===== config.mk =====
export PLATFORM = sky130hd
export DESIGN_NAME = precision_game_core
export DESIGN_NICKNAME = d
export VERILOG_FILES = /design/src/rtl/precision_game_core.sv
export SDC_FILE = /design/constraint.sdc
export NUM_CORES = 1
export LEC_CHECK = 0
export CORE_MARGIN = 4
export CORE_UTILIZATION = 35
export DETAILED_ROUTE_END_ITERATION = 7
export GPL_TIMING_DRIVEN = 1
export RECOVER_POWER = 25
export SETUP_SLACK_MARGIN = 0.1
export SKIP_CTS_REPAIR_TIMING = 1
export SLEW_MARGIN = 10
export SYNTH_ARGS = -nofsm -noshare
export SYNTH_HDL_FRONTEND = slang
export SYNTH_SLANG_ARGS = --single-unit

===== constraint.sdc =====
create_clock -name CLK -period 2.12 [get_ports CLK]
set_clock_uncertainty 0.15 [all_clocks]
set_input_delay 0.212 -clock CLK [delete_from_list [all_inputs] [get_ports CLK]]
set_output_delay 0.212 -clock CLK [all_outputs]
set_load 0.02 [all_outputs]

===== src/rtl/precision_game_core.sv =====
// Reaction game: a lit LED sweeps the 16-position playfield at the MODE rate and the player
// presses BTN to stop it on TARGET. It keeps the total score and the current hit streak.
module precision_game_core #(
    parameter int unsigned TARGET     = 8,
    parameter int unsigned HOLD_TICKS = 8
) (
    input  logic        CLK,
    input  logic        RST,
    input  logic        MODE,
    input  logic        BTN,
    output logic [15:0] LED,
    output logic [1:0]  STATE,
    output logic [7:0]  SCORE,
    output logic [3:0]  STREAK,
    output logic        WIN,
    output logic        LOSE
);

    localparam int unsigned TW = (HOLD_TICKS > 1) ? $clog2(HOLD_TICKS + 1) : 1;
    localparam logic [3:0]    TGT       = 4'(TARGET);
    localparam logic [TW-1:0] HOLD_LAST = TW'(HOLD_TICKS - 1);

    typedef enum logic [1:0] {
        StIdle = 2'b00,
        StRun  = 2'b01,
        StHit  = 2'b10,
        StMiss = 2'b11
    } state_e;

    state_e        state_q, state_d;
    logic [3:0]    pos_q, pos_d;
    logic [TW-1:0] tmr_q, tmr_d;
    logic [7:0]    score_q, score_d;
    logic [3:0]    streak_q, streak_d;
    logic          win_q, win_d;
    logic          lose_q, lose_d;

    logic mode_meta_q, mode_sync_q, mode_prev_q;
    logic btn_meta_q, btn_sync_q, btn_prev_q;
    logic step, press;

    // Two-flop synchronizers plus a delayed copy that is used for rising-edge detection.
    always_ff @(posedge CLK or posedge RST) begin
        if (RST) begin
            mode_meta_q <= 1'b0;
            mode_sync_q <= 1'b0;
            mode_prev_q <= 1'b0;
            btn_meta_q  <= 1'b0;
            btn_sync_q  <= 1'b0;
            btn_prev_q  <= 1'b0;
        end else begin
            mode_meta_q <= MODE;
            mode_sync_q <= mode_meta_q;
            mode_prev_q <= mode_sync_q;
            btn_meta_q  <= BTN;
            btn_sync_q  <= btn_meta_q;
            btn_prev_q  <= btn_sync_q;
        end
    end

    assign step  = mode_sync_q & ~mode_prev_q;
    assign press = btn_sync_q & ~btn_prev_q;

    always_ff @(posedge CLK or posedge RST) begin
        if (RST) begin
            state_q  <= StIdle;
            pos_q    <= 4'd0;
            tmr_q    <= '0;
            score_q  <= 8'd0;
            streak_q <= 4'd0;
            win_q    <= 1'b0;
            lose_q   <= 1'b0;
        end else begin
            state_q  <= state_d;
            pos_q    <= pos_d;
            tmr_q    <= tmr_d;
            score_q  <= score_d;
            streak_q <= streak_d;
            win_q    <= win_d;
            lose_q   <= lose_d;
        end
    end

    always_comb begin
        state_d  = state_q;
        pos_d    = pos_q;
        tmr_d    = tmr_q;
        score_d  = score_q;
        streak_d = streak_q;
        win_d    = 1'b0;
        lose_d   = 1'b0;
        unique case (state_q)
            StIdle: begin
                if (press) begin
                    pos_d   = 4'd0;
                    state_d = StRun;
                end
            end
            StRun: begin
                // A press takes priority over a coincident step, so the position is judged
                // before it would have advanced.
                if (press) begin
                    tmr_d = '0;
                    if (pos_q == TGT) begin
                        state_d  = StHit;
                        win_d    = 1'b1;
                        score_d  = (score_q == 8'hFF) ? score_q : score_q + 8'd1;
                        streak_d = (streak_q == 4'hF) ? streak_q : streak_q + 4'd1;
                    end else begin
                        state_d  = StMiss;
                        lose_d   = 1'b1;
                        streak_d = 4'd0;
                    end
                end else if (step) begin
                    pos_d = pos_q + 4'd1;
                end
            end
            StHit, StMiss: begin
                if (step) begin
                    if (tmr_q == HOLD_LAST) begin
                        tmr_d   = '0;
                        state_d = StIdle;
                    end else begin
                        tmr_d = tmr_q + TW'(1);
                    end
                end
            end
            default: state_d = StIdle;
        endcase
    end

    always_comb begin
        LED = 16'd0;
        unique case (state_q)
            StIdle:        LED = 16'd1 << TGT;
            StRun, StMiss: LED = 16'd1 << pos_q;
            StHit:         LED = 16'hFFFF;
            default:       LED = 16'd1 << TGT;
        endcase
    end

    assign STATE  = state_q;
    assign SCORE  = score_q;
    assign STREAK = streak_q;
    assign WIN    = win_q;
    assign LOSE   = lose_q;

endmodule


; After elaboration in Yosys (flattened, before gate mapping)
; Cells that the tools add are included.
[op_classes]
add_sub_neg = 4
eq_ne = 14
shift = 1
mux = 22
n_bitwise = 5
n_reduce_logical = 10
[ops]
columns = cell, count
row1 = case mux 16 bit (3 select lines), 1
row2 = two-way mux 4 bit, 7
row3 = case mux 4 bit (2 select lines), 2
row4 = << shifter 1 x 4 -> 16 bit (first input constant), 1
row5 = != test 2 bit (second input constant), 7
row6 = adder 4 x 1 -> 4 bit (second input constant), 3
row7 = AND reduction 4 bit, 3
row8 = adder 8 x 1 -> 8 bit (second input constant), 1
row9 = equality test 4 bit (second input constant), 2
row10 = equality test 8 bit (second input constant), 1
row11 = two-way mux 2 bit, 4
row12 = two-way mux 1 bit, 7
row13 = case mux 2 bit (3 select lines), 1
row14 = AND reduction 3 bit, 2
row15 = equality test 2 bit (second input constant), 2
row16 = equality test 4 x 3 -> 1 bit (second input constant), 1
row17 = nonzero test 2 bit, 2
row18 = OR reduction 2 bit, 2
row19 = inverter 1 bit, 3
row20 = bitwise AND 1 bit, 2
row21 = equality test 2 x 1 -> 1 bit (second input constant), 1
row22 = zero test 2 bit, 1
[totals]
ff_bits = 30
input_bits = 4
out_inout_bits = 32
wordCells = 69

; Logic depth before layout (Yosys ltp)
[logic_depth]
ltp_word = 5
ltp_mapped = 6
mapped_depth_nobuf = 6

; Worst setup path after synthesis
; Ideal clock, no wire load.
[synth_timing]
kind = reg-to-reg
from = reg score_q[0] (netlist: SCORE[0])
to = reg score_q[1] (netlist: SCORE[1])
setup_ns = 0.128
arrival_time_ns = 1.463
required_time_ns = 1.842
path_slack_ns = 0.379
stages_incl_launch_ff = 5
n_path_buf = 0
synth_period_minus_slack_ns = 1.741
cell_sequence = dfrtp_1 ha_1 nand3_1 o211ai_4 mux2_1
[synth_between]
elab_chain_len = 3
word_cells_on_any_way = 4
cone_classes = add/sub (1) / eq/ne (1) / bitwise (1) / reduce/logical (1)
[synth_lines]
columns = item, line
row1 = "start, declared", 33  ; logic [7:0] score_q, score_d;
row2 = "start signal, assigned", 77  ; score_q <= score_d;
row3 = "parallel branches: the longest is 3 deep, another holds adder 8 x 1 -> 8 bit", --
; Parallel ways; which one is timed is not known.
; A chain may end at the register's enable or synchronous reset.

; Worst setup path in the final report
[layout_timing]
from = reg state_q[0] (netlist: STATE[0])
to = out LED[5]
[layout_between]
elab_chain_len = 3
word_cells_on_any_way = 6
cone_classes = eq/ne (3) / mux (1) / reduce/logical (2)
[layout_lines]
columns = item, line
row1 = "start, declared", 30  ; state_e state_q, state_d;
row2 = "start signal, assigned", 66  ; state_q <= StIdle;
row3 = "start signal, assigned", 74  ; state_q <= state_d;
row4 = equality test 2 x 1 -> 1 bit / equality test 2 bit (equally long branches), 134  ; unique case (state_q)
row5 = OR reduction 2 bit, 134
row6 = case mux 16 bit (3 select lines) (*), 134
row7 = "end, declared", 11  ; output logic [15:0] LED,
; Mark *: on every way between the ends. The rest lies on a longest branch, timed or not.

==> out/metrics.cfg <==
[status]
status = finished, violations left
failed_checks = setup timing

[flow_run]
max_cap_viol_count = 0

[synth]
synth.area.top_cells = dfrtp_1 47%, ha_1 7.1%, a21o_1 5.2%, nand2_1 3.3%, xor2_1 3.3%
ys_types = 35
ys_async_sr_fraction_pct = 100
yosys.area.top_type = dfrtp_1
synth-edff-count = 0
ys_seq_elements = 30
synth_area_um2 = 1590
synth_fp_nets = 165
avgSynthCellArea_um2 = 10.4
yosys_warnings = 0
synth_seq_area_share_pct = 47.3
synthFlopType = dfrtp_1
syn_inst = 152
synth_top_area_share_pct = 47.3

[finish]
final_common_cell = dfrtp_1
area_growth_pct = 37.8
mostFrequentLayoutCells = 28 x dfrtp_1, 17 x clkdlybuf4s50_1, 14 x nand2_1, 13 x dlymetal6s2s_1, 11 x a21o_1
drive_above_1_share_pct = 20.2
n_antenna_cell = 0
nets = 210
utilization_pct = 49.9
design_area_um2 = 2190

[detailed_routing]
wl_per_cell_um = 14.4
wl_um = 3600
vias = 1303
postRouteAntennaNets = 0
drc = 0
first_iter_violations = 49
drt_pass1_iterations = 4
vias_per_cell = 5.21

[clocking]
clk_path_buf_depth = 2
cts-root-buf = clkbuf_8
cts_buffers = 5
clock-sinks = 30
htree_levels = 2
cts_tree = built
path_clk_slew_ns = 0.06
clock_latency_ns = 0.28

[place]
port_buffers = 35
globalplace.congestion = 0.799
post_dp_cell_area_um2 = 2030
dpl.hpwl_um = 2550
place_ws_ns = 0.0784

[sta]
finalCriticalPeriod_ns = 2.16
setup_viol = 1
finalHoldViolations = 0
tightest_slew_ns = 0.724
rsz0062_at_grt = true
finalCritPeriodShare_pct = 102
setup_slack_ns = -0.0380
max_freq_ghz = 0.463
final_max_slew_viol_count = 0
tns_ns = -0.0380
relSlewSlack_pct = 51.7

[floorplanning]
dieArea_um2 = 5680
ios = 36
start_util_pct = 36.2
coreArea_um2 = 4380
die_h_um = 75.4
rows = 24
die_w_um = 75.4

[global_route]
grt_overflow = 0
grt_pass1_vias = 1271
grt_start_max_net_pins = 31
track_usage_pct = 14.2
antenna_found_initial = 0
grt_pass1_wl_um = 6080

[critical_path]
critPathMaxFanout = 6
cp-end-kind = output port
setup.worst_path.start_class = flop
crit_required_ns = 1.76
crit-reg2reg-launch = pos_q[0]$_DFFE_PP0P_
cp_data_arrival_time_ns = 1.80
reg2reg_to = SCORE[1]$_DFFE_PP0P_
ff2ff_path_depth = 5
critical_path_class = flop to output port
rrSetupSlack_ns = 0.27

[power_and_ir_drop]
ir_worst_vdd_mv = 0.389
powerDensity_nw_per_um2 = 876
cellLeakagePower_nw = 1.26

[worst_hold_path]
whs_path_depth = 0
hp-start = btn_meta_q$_DFF_PP0_
whs_endpoint = btn_sync_q$_DFF_PP0_
hp-class = flop to flop

==> kinds of logic after synthesis <==
logic type | count (synthesis) | synth area share (%)
adders and majority gates | 9 | 7.09
DFF | 30 | 47.3
buffers and inverters | 15 | 3.70
xor gates and xnor gates | 8 | 4.41
AOI/OAI and AO/OA | 39 | 18.6
muxes | 2 | 1.34
and+or+nand+nor | 49 | 17.6
==> worst max path at each step <==
stage | from | endpoint | slack [ns] | cells after the start
finish | STATE[0]$_DFFE_PP0P_ | LED[5] | -0.04 | 4
global route | STATE[0]$_DFFE_PP0P_ | LED[5] | -0.14 | 4
CTS | pos_q[0]$_DFFE_PP0P_ | LED[8] | -0.24 | 5
detailed placement | pos_q[0]$_DFFE_PP0P_ | LED[8] | 0.08 | 5
global placement | pos_q[0]$_DFFE_PP0P_ | LED[8] | 0.10 | 5
floorplan | SCORE[0]$_DFFE_PP0P_ | SCORE[1]$_DFFE_PP0P_ | 0.38 | 4
==> layer usage <==
metal | track usage [%] | part of all wire [%] | routed length (µm) | vias up
met2 | 24.0 | 50 | 1790 | 34
met1 | 17.8 | 43 | 1560 | 632
met4 | 4.08 | 1.1 | 39 | 0
met5 | 0 | 0 | 0 | -
met3 | 3.83 | 5.8 | 210 | 4
li1 | - | - | - | 633
==> cell usage after synthesis, drive strengths merged (3+ instances only) <==
cell type / instances
a21o: 11
a21oi: 7
a22o: 4
a31o: 5
a32o: 3
clkbuf: 3
dfrtp: 30
ha: 9
inv: 10
nand2: 14
nand3: 7
nor2: 9
nor3: 6
o21ai: 4
o22ai: 3
xor2: 6
==> through the flow <==
step | std cells | power, mW | hold slack, ns
2_1_floorplan | 152 | 1.15 | 0.0934
4_1_cts | 248 | 1.91 | 0.165
3_3_place_gp | 240 | 1.40 | 0.186
5_1_grt | 250 | 2.06 | 0.224
6_report | 250 | 1.92 | 0.198
3_5_place_dp | 240 | 1.42 | 0.185
==> final cells by class <==
type | instances | area, µm²
fillers | 392 | 2200
repair buffers | 43 | 430
well taps | 52 | 65.1
clock inverters | 2 | 12.5
multi-input cells | 107 | 807
flip-flops and latches | 30 | 753
clock buffers | 6 | 82.6
inverters | 10 | 37.5
==> flip-flops by register name (all words and copies together) (netlist names), 2 cells and up <==
signal,flops
tmr_q,4
STATE,2
pos_q,4
SCORE,8
STREAK,4
==> power breakdown <==
group,internal [mW],switching (mW)
clock network,0.260,0.220
registers,0.645,0.0623
logic,0.345,0.384
==> worst max-delay path: stages, from the launching register on <==
cell and delay (ns):
dfrtp_2 0.44, inv_1 0.20, nor2_2 0.09, a31o_2 0.25
clkdlybuf4s50_1 0.53
Power figures use the tool's default switching activity.
